$ cat config.mk
export PLATFORM = sky130hd
export DESIGN_NAME = fab_bitbang_loader_flat
export DESIGN_NICKNAME = d
export VERILOG_FILES = /design/src/rtl/fab_bitbang_loader_pkg.sv /design/src/rtl/fab_bitbang_loader_if.sv /design/src/rtl/fab_bitbang_loader_phase_timer.sv /design/src/rtl/fab_bitbang_loader.sv /design/src/flat_wrapper.sv
export SDC_FILE = /design/constraint.sdc
export NUM_CORES = 1
export LEC_CHECK = 0
export ABC_AREA = 1
export CORE_MARGIN = 5
export CORE_UTILIZATION = 40
export DETAILED_ROUTE_END_ITERATION = 16
export PLACE_DENSITY = 0.72
export SLEW_MARGIN = 20
export SYNTH_ARGS = -nofsm -noshare
export SYNTH_HDL_FRONTEND = slang
export SYNTH_SLANG_ARGS = --single-unit
export TNS_END_PERCENT = 100
$ cat constraint.sdc
create_clock -name CLK -period 4.65 [get_ports CLK]
set_input_delay 0.6975 -clock CLK [delete_from_list [all_inputs] [get_ports CLK]]
set_output_delay 0.6975 -clock CLK [all_outputs]
set_load 0.01 [all_outputs]
$ cat src/rtl/fab_bitbang_loader_pkg.sv
// Shared state encoding, default control word and phase-length helper for fab_bitbang_loader.
package fab_bb_pkg;

  typedef logic [2:0] state_t;

  localparam state_t ST_IDLE    = 3'd0;
  localparam state_t ST_FETCH   = 3'd1;
  localparam state_t ST_LATCH   = 3'd2;
  localparam state_t ST_PH_DATA = 3'd3;
  localparam state_t ST_PH_RISE = 3'd4;
  localparam state_t ST_PH_CTRL = 3'd5;
  localparam state_t ST_PH_FALL = 3'd6;
  localparam state_t ST_DONE    = 3'd7;

  localparam logic [31:0] CTRL_WORD_DEFAULT = 32'h0000FAB1;

  // The falling phase is twice as long so the fabric sees a wide low gap between bits.
  function automatic int phase_len(input state_t st, input int phase_cyc);
    phase_len = (st == ST_PH_FALL) ? 2 * phase_cyc : phase_cyc;
  endfunction

endpackage

$ cat src/rtl/fab_bitbang_loader_if.sv
// Word-wide bitstream memory read port used by fab_bitbang_loader.
interface fab_bitbang_loader_if #(
  parameter int WORD_W = 32,
  parameter int ADDR_W = 12
);
  logic              rd_en;
  logic [ADDR_W-1:0] rd_addr;
  logic [WORD_W-1:0] rd_data;

  modport master (output rd_en, output rd_addr, input rd_data);
  modport slave  (input rd_en, input rd_addr, output rd_data);
endinterface

$ cat src/rtl/fab_bitbang_loader_phase_timer.sv
// Per-phase down-counter: reloaded on every phase change, strobes expire_o in the phase's last cycle.
module fab_bb_phase_timer #(
  parameter int CNT_W = 2
) (
  input  logic             clk,
  input  logic             rst_n,
  input  logic             load_i,
  input  logic [CNT_W-1:0] load_val_i,
  output logic             expire_o
);

  logic [CNT_W-1:0] cnt_q, cnt_d;

  always_comb begin
    cnt_d = cnt_q;
    if (load_i) begin
      cnt_d = load_val_i;
    end else if (cnt_q != '0) begin
      cnt_d = cnt_q - 1'b1;
    end
  end

  always_ff @(posedge clk or negedge rst_n) begin
    if (!rst_n) begin
      cnt_q <= '0;
    end else begin
      cnt_q <= cnt_d;
    end
  end

  assign expire_o = (cnt_q == '0);

endmodule

$ cat src/rtl/fab_bitbang_loader.sv
// Streams bitstream words from memory onto the eFPGA s_clk/s_data config port, each data bit paired with a control bit.
// Optional FAB_BB_CHECKSUM_EN adds a running modulo-2^WORD_W sum of all loaded words.
module fab_bitbang_loader
  import fab_bb_pkg::*;
#(
  parameter int          WORD_W    = 32,
  parameter int          ADDR_W    = 12,
  parameter logic [31:0] CTRL_WORD = CTRL_WORD_DEFAULT,
  parameter int          PHASE_CYC = 1
) (
  input  logic              CLK,
  input  logic              resetn,
  input  logic              start,
  input  logic [ADDR_W:0]   num_words,
  fab_bitbang_loader_if.master mem,
  output logic              s_clk,
  output logic              s_data,
  output logic              busy,
  output logic              done,
  output logic [ADDR_W:0]   words_sent
`ifdef FAB_BB_CHECKSUM_EN
  ,
  output logic [WORD_W-1:0] checksum
`endif
);

  localparam int               CNT_W  = $clog2(2 * PHASE_CYC) + 1;
  localparam int               BIT_W  = $clog2(WORD_W);
  localparam logic [WORD_W-1:0] CTRL_W = WORD_W'(CTRL_WORD);

  state_t            state_q, state_d;
  logic [ADDR_W-1:0] addr_q, addr_d;
  logic [ADDR_W:0]   num_q, num_d;
  logic [ADDR_W:0]   sent_q, sent_d;
  logic [WORD_W-1:0] word_q, word_d;
  logic [WORD_W-1:0] ctrl_q, ctrl_d;
  logic [BIT_W-1:0]  bit_q, bit_d;
  logic              s_data_q, s_data_d;
  logic              s_clk_q, busy_q, done_q, rd_en_q;
  logic              expire;

  // Every transition starts a new phase, so reloading on any state change keeps the timer aligned.
  fab_bb_phase_timer #(.CNT_W(CNT_W)) u_timer (
    .clk       (CLK),
    .rst_n     (resetn),
    .load_i    (state_d != state_q),
    .load_val_i(CNT_W'(phase_len(state_d, PHASE_CYC) - 1)),
    .expire_o  (expire)
  );

  always_comb begin
    state_d  = state_q;
    addr_d   = addr_q;
    num_d    = num_q;
    sent_d   = sent_q;
    word_d   = word_q;
    ctrl_d   = ctrl_q;
    bit_d    = bit_q;
    s_data_d = s_data_q;
    case (state_q)
      ST_IDLE: begin
        if (start) begin
          num_d   = num_words;
          addr_d  = '0;
          sent_d  = '0;
          state_d = (num_words != '0) ? ST_FETCH : ST_DONE;
        end
      end
      ST_FETCH: state_d = ST_LATCH;
      ST_LATCH: begin
        word_d   = mem.rd_data;
        ctrl_d   = CTRL_W;
        bit_d    = BIT_W'(WORD_W - 1);
        s_data_d = mem.rd_data[WORD_W-1];
        state_d  = ST_PH_DATA;
      end
      ST_PH_DATA: if (expire) state_d = ST_PH_RISE;
      ST_PH_RISE: begin
        if (expire) begin
          s_data_d = ctrl_q[WORD_W-1];
          state_d  = ST_PH_CTRL;
        end
      end
      ST_PH_CTRL: if (expire) state_d = ST_PH_FALL;
      ST_PH_FALL: begin
        if (expire) begin
          if (bit_q != '0) begin
            bit_d    = bit_q - 1'b1;
            word_d   = word_q << 1;
            ctrl_d   = ctrl_q << 1;
            s_data_d = word_q[WORD_W-2];
            state_d  = ST_PH_DATA;
          end else begin
            sent_d = sent_q + 1'b1;
            if (sent_d == num_q) begin
              state_d = ST_DONE;
            end else begin
              addr_d  = addr_q + 1'b1;
              state_d = ST_FETCH;
            end
          end
        end
      end
      ST_DONE: state_d = ST_IDLE;
      default: state_d = ST_IDLE;
    endcase
  end

  // Outputs are registered from the next state so the config pins never glitch on state decode.
  always_ff @(posedge CLK or negedge resetn) begin
    if (!resetn) begin
      state_q  <= ST_IDLE;
      addr_q   <= '0;
      num_q    <= '0;
      sent_q   <= '0;
      word_q   <= '0;
      ctrl_q   <= '0;
      bit_q    <= '0;
      s_data_q <= 1'b0;
      s_clk_q  <= 1'b0;
      busy_q   <= 1'b0;
      done_q   <= 1'b0;
      rd_en_q  <= 1'b0;
    end else begin
      state_q  <= state_d;
      addr_q   <= addr_d;
      num_q    <= num_d;
      sent_q   <= sent_d;
      word_q   <= word_d;
      ctrl_q   <= ctrl_d;
      bit_q    <= bit_d;
      s_data_q <= s_data_d;
      s_clk_q  <= (state_d == ST_PH_RISE) || (state_d == ST_PH_CTRL);
      busy_q   <= (state_d != ST_IDLE) && (state_d != ST_DONE);
      done_q   <= (state_d == ST_DONE);
      rd_en_q  <= (state_d == ST_FETCH);
    end
  end

`ifdef FAB_BB_CHECKSUM_EN
  logic [WORD_W-1:0] sum_q;

  always_ff @(posedge CLK or negedge resetn) begin
    if (!resetn) begin
      sum_q <= '0;
    end else if ((state_q == ST_IDLE) && start) begin
      sum_q <= '0;
    end else if (state_q == ST_LATCH) begin
      sum_q <= sum_q + mem.rd_data;
    end
  end

  assign checksum = sum_q;
`endif

  assign mem.rd_en   = rd_en_q;
  assign mem.rd_addr = addr_q;
  assign s_clk       = s_clk_q;
  assign s_data      = s_data_q;
  assign busy        = busy_q;
  assign done        = done_q;
  assign words_sent  = sent_q;

endmodule

$ cat src/flat_wrapper.sv
// flat-port wrapper written by rule: the top's interface ports become plain ports
module fab_bitbang_loader_flat import fab_bb_pkg::*;
#(
  parameter int          WORD_W    = 32,
  parameter int          ADDR_W    = 12,
  parameter logic [31:0] CTRL_WORD = CTRL_WORD_DEFAULT,
  parameter int          PHASE_CYC = 1
)
  (CLK, resetn, start, num_words, s_clk, s_data, busy, done, words_sent, mem_rd_en, mem_rd_addr, mem_rd_data);
  fab_bitbang_loader_if #(.WORD_W(WORD_W), .ADDR_W(ADDR_W)) mem_i ();
  input  logic CLK;
  input  logic resetn;
  input  logic start;
  input  logic [ADDR_W:0] num_words;
  output logic s_clk;
  output logic s_data;
  output logic busy;
  output logic done;
  output logic [ADDR_W:0] words_sent;
  output wire logic [$bits(mem_i.rd_en)-1:0] mem_rd_en;
  output wire logic [$bits(mem_i.rd_addr)-1:0] mem_rd_addr;
  input wire logic [$bits(mem_i.rd_data)-1:0] mem_rd_data;
  assign mem_rd_en = mem_i.rd_en;
  assign mem_rd_addr = mem_i.rd_addr;
  assign mem_i.rd_data = mem_rd_data;
  fab_bitbang_loader #(.WORD_W(WORD_W), .ADDR_W(ADDR_W), .CTRL_WORD(CTRL_WORD), .PHASE_CYC(PHASE_CYC)) u_core (.CLK(CLK), .resetn(resetn), .start(start), .num_words(num_words), .mem(mem_i), .s_clk(s_clk), .s_data(s_data), .busy(busy), .done(done), .words_sent(words_sent));
endmodule
==> results of run 1 <==
final cells by class:
type                            instances  share of cell area, %
Clock inverter                         13                   1.37
Clock buffer                           19                   6.08
Sequential cell                       116                   39.8
Timing Repair Buffer                   82                   11.1
Multi-Input combinational cell        440                   32.3
Inverter                              120                   6.21
Tap cell                              184                   3.16
worst max-delay path, delay by kind of cell, from the launching register on:
family	cells	cell delay (ns)
buffers and inverters	3	1.03
and+or+nand+nor	3	0.92
AOI/OAI and AO/OA	1	0.11
DFF	1	0.49
per-stage QoR:
stage	cell area [µm²]	setup slack, ns	hold WS [ns]	util (%)	power (W)
global route	7290	1.64	0.331	50.5	0.00417
global placement	6750	1.90	0.467	46.8	0.00268
detailed placement	6750	1.84	0.471	46.8	0.00270
CTS	7290	1.94	0.305	50.5	0.00391
finish	7290	1.96	0.295	50.5	0.00387
floorplan	5830	2.60	0.402	-	0.00236
kinds of logic (layout without fill, tap and decap cells):
group / after synthesis / in the layout / share of synthesized area, %
compound gates: 144 / 144 / 15.8
xor+xnor: 9 / 9 / 1.35
fa+ha+maj: 4 / 4 / 0.858
buf+inv: 146 / 234 / 9.89
flops: 116 / 116 / 49.8
simple gates: 283 / 283 / 22.4
Yosys cell counts, drive strengths merged:
| master | count |
|---|---|
| nand2 | 169 |
| dfrtp | 116 |
| xnor2 | 1 |
| o211ai | 28 |
| inv | 120 |
| buf | 20 |
| clkbuf | 6 |
| nand3 | 42 |
| o31ai | 4 |
| a31oi | 3 |
| and2 | 1 |
| xor2 | 8 |
| a21oi | 5 |
| nand4 | 14 |
| o21ai | 56 |
| o2111ai | 2 |
| o22ai | 33 |
| nor2 | 39 |
| ha | 4 |
| a22oi | 10 |
| nand3b | 6 |
| nor4 | 5 |
| a211oi | 3 |
| nor3 | 7 |
per-layer routing:
layer  part of all wire (%)  track usage (%)
met5                      0                0
met4                    1.3             5.69
met2                     49             26.6
met1                     45             21.4
met3                    5.0             4.76
sequential cells by signal (all words and copies together), names as in the netlist:
register and flops:
u_core.num_q 13, u_core.busy 1, u_core.bit_q 5, u_core.word_q 31, u_core.ctrl_q 32, u_core.mem.rd_en 1, u_core.s_clk 1, u_core.u_timer.cnt_q 2
u_core.done 1, u_core.words_sent 13, u_core.s_data 1, u_core.state_q 3, u_core.mem.rd_addr 12
power groups by stage:
stage / Combinational (W) / Clock (W) / Sequential, W
2_1_floorplan: 0.000923 / 0 / 0.00144
3_3_place_gp: 0.00121 / 0 / 0.00146
3_5_place_dp: 0.00124 / 0 / 0.00147
4_1_cts: 0.00124 / 0.00121 / 0.00146
5_1_grt: 0.00142 / 0.00126 / 0.00149
6_report: 0.00123 / 0.00119 / 0.00146
path summary, 6_finish.rpt:
path | endpoint | slack [ns] | cells after the start
setup / recovery | u_core.ctrl_q[9] | 1.96 | 7
hold / removal | u_core.word_q[24] | 0.29 | 1
setup reg to reg | u_core.ctrl_q[9] | 1.96 | 7
hold reg to reg | u_core.bit_q[4] | 0.49 | 2
max in group asynchronous | u_core.word_q[8] | 3.40 | 2
min in group CLK | u_core.bit_q[4] | 0.49 | 2
==> reports/qor.txt, run 1 <==
Post-DP HPWL: 9.07 mm
WL final: 13.1 mm
Cells after Synth: 702
Net Switching: 0.00143 W
pwr dens: 531 mW/mm²
initial antenna violation count: 0
Mapped Avg Cell Area: 8.31 µm²
vias in the first global route: 4,728
number of DRC markers in iteration 0: 486
GRT overflow: 0
status: finished clean
Synth area leaders: dfrtp_1 (50%), nand2_1 (10%), inv_1 (7.1%)
Slew @ Worst Pin: 0.770 ns
Die Height: 131 µm
netlist area before placement: 0.00583 mm²
commonest non-fill, non-tap cell in the layout: nand2_1
Total GRT Usage: 16.5%
Req. time, crit path: 4.92 ns
Netlist cell types: 38
Rows: 44
Rel. slew slack: 48.5%
post-CTS setup buffers: 0
Pint: 0.00245 W
H-tree Lvls: 4
number of vias in the routed layout: 4,889
ANT cells: 0
most frequent CP cell: inv_2
Remaining DRCs: 0
Switching Share: 36.8%
largest net degree at the start of global routing: 84
Hold Fails Final Rpt: 0
final setup violation count: 0
maxcap violations: 0
first-pass GRT wire length: 22.3 mm
WP data arrival: 2.97 ns
Critical R2R Launch: u_core.state_q[0]
FF+latch area: 0.00290 mm²
RD Place Congestion: 0.877
CP peak stage delay: 0.65 ns
clock share of power: 30.6%
Clock Sinks: 116
1st-pass router iterations: 5
most frequent cells in the layout: nand2_1 (162), dfrtp_1 (116), inv_1 (110)
peak supply drop: 0.284 mV
final clock period utilization by the worst path: 58.0%
clock slew at reported path FFs: 0.06 ns
CP max stage cell: nand2_1
Clock Latency Late Sink: 0.41 ns
post-synthesis sequential area ratio: 49.8%
core area: 0.0144 mm²
Clock Skew: 0.00864 ns
routed vias/inst: 5.02
ANT nets after route: 0
Sequential Power Share: 37.6%
Final min period: 2.69 ns
Nets: 829
Inst Count DP: 942
Fill cells: 1,319
io pins: 78
Hold-fix buffers, CTS: 0
P&R area growth vs syn: 24.9%
Crit Path Max Fanout: 70
CP Launch Type: flip-flop
yosys warns: 0
Fmax: 371 MHz
Final Slew Violations: 0
critical path cell sequence: nor2_4, inv_2, nor2_8, buf_4, nand2_1, inv_2, a22oi_1
Synth Net Count: 754
maximum root-to-sink buffer count: 2
Initial Utilization: 40.4%
register bit total from synthesis: 116
port buffer count: 77
Die Area: 0.0171 mm²
CP Class: flip-flop to flip-flop
CTS Buf Count: 17
CP endpoint kind: flip-flop
TritonCTS clock tree: built
crit path from: u_core.state_q[0]
non-filler cells, final: 974
Synth top area share: 49.8%
cell taking the most area after synthesis: dfrtp_1
Final TNS setup: 0 ns
root buffer cell: clkbuf_16
worst min path class: input port to async pin
RSZ-0062 raised after global routing: false
layout cell share with drive strength beyond 1: 9.62%
multi-input logic area: 0.00235 mm²
Comb power frac: 31.7%
cell leakage power: 3.17 nW
post-cts resize count: 0
Die X: 131 µm
Avg WL per Cell: 13.5 µm
Power figures use the tool's default switching activity.
==> run 2, diff against run 1 <==
==> constraint.sdc (replaced) <==
create_clock -name CLK -period 2.5 [get_ports CLK]
set_input_delay 0.375 -clock CLK [delete_from_list [all_inputs] [get_ports CLK]]
set_output_delay 0.375 -clock CLK [all_outputs]
set_load 0.01 [all_outputs]
==> run 2 against run 1 <==
Power up 95%. Sequential share of layout area down 0.68 points. The run now ends with hold timing left. Clock power up 110%. Final cell count increased by 0.41%. Count of clock-buffer cells in the layout grew 2. Worst hold slack got worse by 0.30 ns. Critical path depth rose by 8. Highest routed layer unchanged. Maximum frequency grew 20%. Register-to-register slack lost 1.7 ns. Largest power group unchanged.
==> reports/qor.txt, run 2 (same netlist as run 1, synthesis figures left out) <==
post-CTS setup buffers: 0
placed instance area: 0.00680 mm²
Die Height: 131 µm
TritonCTS clock tree: built
worst min path class: input port to async pin
failing checks: hold timing
pwr dens: 1020 mW/mm²
CP Class: flip-flop to flip-flop
commonest non-fill, non-tap cell in the layout: nand2_1
Clock Latency Late Sink: 0.41 ns
H-tree Lvls: 4
Avg WL per Cell: 13.5 µm
maximum root-to-sink buffer count: 2
final clock period utilization by the worst path: 89.8%
Post-DP HPWL: 9.10 mm
Die Area: 0.0171 mm²
ANT nets after route: 0
port buffer count: 77
R2R setup slack: 0.26 ns
CP endpoint kind: flip-flop
RSZ-0062 raised after global routing: true
first-pass GRT wire length: 22.2 mm
Final Slew Violations: 0
ANT cells: 0
1st-pass router iterations: 4
Rows: 44
Overall Power: 0.00755 W
post-cts resize count: 0
post-layout util: 51.5%
maxcap violations: 0
CP Launch Type: flip-flop
R2R Path End: u_core.mem.rd_addr[3]
io pins: 78
RD Place Congestion: 0.834
peak supply drop: 0.569 mV
Total GRT Usage: 16.3%
Slew @ Worst Pin: 0.737 ns
Critical R2R Launch: u_core.words_sent[0]
largest register by flop count: u_core.ctrl_q
status: finished, violations left
cell leakage power: 3.24 nW
layout cell share with drive strength beyond 1: 10.5%
Req. time, crit path: 2.84 ns
P&R area growth vs syn: 27.2%
initial antenna violation count: 0
number of DRC markers in iteration 0: 293
largest net degree at the start of global routing: 84
Crit Path Max Fanout: 15
Highest Signal Layer: met4
routed vias/inst: 5.05
clock slew at reported path FFs: 0.05 ns
Remaining DRCs: 0
Rel. slew slack: 50.8%
Hold Fails Final Rpt: 33
met2 routed WL: 6.27 mm
Die X: 131 µm
Final min period: 2.24 ns
R2R depth: 15
Clock Skew: 0.00827 ns
vias in the first global route: 4,767
Initial Utilization: 40.4%
Nets: 833
final setup violation count: 0
WL final: 13.2 mm
Final Cell Area: 0.00742 mm²
met3 wire len: 629 µm
Hold-fix buffers, CTS: 0
Fmax: 446 MHz
max reg flops: 32
met1 wire length: 6.10 mm
most frequent cells in the layout: nand2_1 (162), dfrtp_1 (114), inv_1 (110)
Clock Sinks: 116
GRT overflow: 0
final hold slack: -0.00823 ns
number of vias in the routed layout: 4,942
biggest regs: u_core.ctrl_q (32), u_core.word_q (31)
root buffer cell: clkbuf_16
core area: 0.0144 mm²
CTS Buf Count: 17
WP data arrival: 2.58 ns
## run 2: changes by cell type in the layout (fill, tap and decap cells not counted), sizes merged
cell and delta:
bufinv +3, clkinvlp -3, inv -2, buf +4
clkbuf +2
## run 2: worst max-delay path, cell delays in order (launching register included)
cell     delay, ns
dfrtp_2       0.44
ha_2          0.25
nand3_1       0.11
inv_1         0.13
nand2_1       0.08
nand2_1       0.08
nand3_1       0.07
nand2_1       0.07
nand3_1       0.09
nor2_1        0.20
nand4_2       0.15
nand2_4       0.15
inv_4         0.12
nand2_1       0.08
nand2_1       0.05
a21oi_1       0.12
## run 2: final cells by class
type	count	area [µm²]
fill	1375	7000
sequential	116	2910
multi-input combinational	440	2360
timing repair buffer	86	865
clock buffer	21	460
inverter	120	453
tap	184	230
clock inverter	11	150
## run 2: worst max-delay path by stage
stage,startpoint,to,slack [ns]
after CTS,u_core.words_sent[0],u_core.mem.rd_addr[3],0.10
after global placement,u_core.words_sent[0],u_core.mem.rd_addr[3],0.20
final,u_core.words_sent[0],u_core.mem.rd_addr[3],0.26
after floorplan,u_core.words_sent[0],u_core.mem.rd_addr[4],0.45
after detailed placement,u_core.words_sent[0],u_core.mem.rd_addr[3],0.12
after global routing,u_core.words_sent[0],u_core.mem.rd_addr[3],-0.02
## run 2: per-stage QoR
step,setup slack [ns],std cells,setup TNS [ns]
after floorplan,0.445,702,0
after global placement,0.205,946,0
final,0.255,978,0
after global routing,-0.0184,978,-0.0184
after detailed placement,0.121,946,0
after CTS,0.103,978,0
## run 2: report_power, final
group / total [W] / switching (W) / leakage (nW) / internal (W)
Combinational: 0.00231 / 0.00147 / 1.49 / 0.000844
Clock: 0.00250 / 0.000877 / 0.294 / 0.00162
Sequential: 0.00273 / 0.000297 / 1.46 / 0.00243
## run 2: metal layers
| layer | vias up | GRT usage [%] |
|---|---|---|
| met5 | - | 0 |
| li1 | 2491 | - |
| met2 | 117 | 26.0 |
| met4 | 0 | 6.53 |
| met3 | 15 | 3.66 |
| met1 | 2319 | 21.7 |
==> run 3, diff against run 2 <==
--- a/config.mk
+++ b/config.mk
@@ -6,7 +6,7 @@
 export NUM_CORES = 1
 export LEC_CHECK = 0
 export ABC_AREA = 1
-export CORE_MARGIN = 5
+export CORE_MARGIN = 2
 export CORE_UTILIZATION = 40
 export DETAILED_ROUTE_END_ITERATION = 16
 export PLACE_DENSITY = 0.72
==> run 3 against run 2 <==
The flow now finishes without violations. Highest routed layer unchanged. Critical path type unchanged. Critical path depth shrank 8. Clock skew grew 0.0038 ns. Global-route usage grew 1.7 points.
==> reports/qor.txt, run 3 (same netlist as run 1, synthesis figures left out) <==
status: finished clean
routed vias/inst: 5.01
ANT nets after route: 0
H-tree Lvls: 4
Final TNS setup: 0 ns
CP delay by family, top: buffers and inverters
cell leakage power: 3.26 nW
worst min path class: flip-flop to flip-flop
final clock period utilization by the worst path: 91.7%
multi-input logic area: 0.00237 mm²
R2R depth: 7
1st-pass router iterations: 4
clock slew at reported path FFs: 0.06 ns
maximum root-to-sink buffer count: 2
layout cell share with drive strength beyond 1: 11.1%
io pins: 78
Fmax: 436 MHz
Total GRT Usage: 18.0%
Critical R2R Launch: u_core.state_q[0]
number of DRC markers in iteration 0: 350
WL final: 13.1 mm
ANT cells: 0
port buffer count: 77
largest register by flop count: u_core.ctrl_q
biggest regs: u_core.ctrl_q (32), u_core.word_q (31)
most frequent CP cell: inv_2
first-pass GRT wire length: 22.8 mm
Worst Path Buf+Inv: 3
Final Slew Violations: 0
final setup violation count: 0
R2R Path End: u_core.ctrl_q[13]
most frequent cells in the layout: nand2_1 (161), dfrtp_1 (115), inv_1 (110)
Post-DP HPWL: 9.01 mm
CTS Buf Count: 17
Worst Setup EP: u_core.ctrl_q[13]
Nets: 838
max reg flops: 32
CP Class: flip-flop to flip-flop
Fill cells: 1,343
maxcap violations: 0
Initial Utilization: 40.6%
TritonCTS clock tree: built
Hold Fails Final Rpt: 0
RD Place Congestion: 0.881
Inst Count DP: 947
Rel. slew slack: 52.7%
CP max stage cell: buf_4
R2R setup slack: 0.21 ns
CP endpoint kind: flip-flop
critical path cell sequence: nor2_4, inv_2, nor2_8, buf_4, nand2_1, inv_2, a22oi_1
Die Height: 125 µm
Die Area: 0.0156 mm²
Avg WL per Cell: 13.3 µm
vias in the first global route: 4,789
Req. time, crit path: 2.78 ns
Crit Path Max Fanout: 70
Critical Path Stages: 7
largest net degree at the start of global routing: 71
dpl ws: 0.139 ns
FF+latch area: 0.00290 mm²
P&R area growth vs syn: 27.7%
Clock Sinks: 116
Die X: 125 µm
Rows: 44
Final min period: 2.29 ns
Remaining DRCs: 0
GRT overflow: 0
initial antenna violation count: 0
peak supply drop: 0.762 mV
CP peak stage delay: 0.56 ns
crit path from: u_core.state_q[0]
Slew @ Worst Pin: 0.710 ns
non-filler cells, final: 983
root buffer cell: clkbuf_16
commonest non-fill, non-tap cell in the layout: nand2_1
number of vias in the routed layout: 4,924
Clock Skew: 0.0121 ns
WP data arrival: 2.58 ns
core area: 0.0144 mm²
Clock Latency Late Sink: 0.42 ns
RSZ-0062 raised after global routing: false
setup ws final: 0.207 ns
pwr dens: 1010 mW/mm²
CP Launch Type: flip-flop
## run 3: cell count changes in the layout (fill, tap and decap cells not counted), sizes merged
cell         previous run  this run
dlygate4sd3             0         1
inv                   122       123
buf                    10        14
clkbuf                 21        19
bufinv                  3         2
clkinv                  4         6
## run 3: report_power, final
group | internal [W] | switching, W
combinational | 0.000870 | 0.00149
clock | 0.00151 | 0.000919
sequential | 0.00243 | 0.000281
total | 0.00481 | 0.00269
## run 3: worst min-delay path by stage
| stage | startpoint | endpoint | slack, ns | depth (start not counted) |
|---|---|---|---|---|
| 2_1_floorplan | resetn | u_core.bit_q[0] | 0.08 | 0 |
| 3_3_place_gp | resetn | u_core.mem.rd_addr[1] | 0.41 | 1 |
| 3_5_place_dp | resetn | u_core.mem.rd_addr[1] | 0.41 | 1 |
| 4_1_cts | u_core.bit_q[4] | u_core.bit_q[4] | 0.48 | 2 |
| 5_1_grt | u_core.num_q[2] | u_core.num_q[2] | 0.53 | 2 |
| 6_report | u_core.bit_q[4] | u_core.bit_q[4] | 0.48 | 2 |
## run 3: layout make-up
class | instances | share of cell area, %
tap | 184 | 3.09
timing repair buffer | 91 | 12.1
clock buffer | 19 | 5.95
clock inverter | 13 | 2.02
multi-input combinational | 440 | 31.8
sequential | 116 | 39.0
inverter | 120 | 6.08
## run 3: repair_timing
| item | 4_1_cts | 5_1_grt |
|---|---|---|
| endpoints found under the hold margin | 39 | 0 |
| buffers inserted | 0 | 3 |
| gates resized for setup | 0 | 5 |
| endpoints found under the setup margin | 0 | 19 |
| hold buffers | 1 | 0 |
## run 3: worst reg2reg max path: stages (launching register included)
cell and delay (ns):
dfrtp_1 0.48, nor2_4 0.17, inv_2 0.08, nor2_8 0.08, buf_4 0.56, nand2_1 0.40
inv_2 0.28, a22oi_1 0.10
## run 3: stage by stage
step / total power [W] / hold WS, ns / util (%) / instance area, µm²
after detailed placement: 0.00507 / 0.411 / 47.4 / 6810
after global placement: 0.00502 / 0.407 / 47.4 / 6810
after global routing: 0.00807 / 0.528 / 51.8 / 7450
after floorplan: 0.00439 / 0.0794 / - / 5830
after CTS: 0.00754 / 0.479 / 51.6 / 7410
final: 0.00750 / 0.477 / 51.8 / 7450
## run 3: layer usage
metal	GRT usage, %	part of all wire, %	vias to the layer above
li1	-	-	2502
met5	0	0	-
met3	4.55	4.6	17
met4	6.21	1.2	0
met2	29.7	48	108
met1	23.1	46	2297
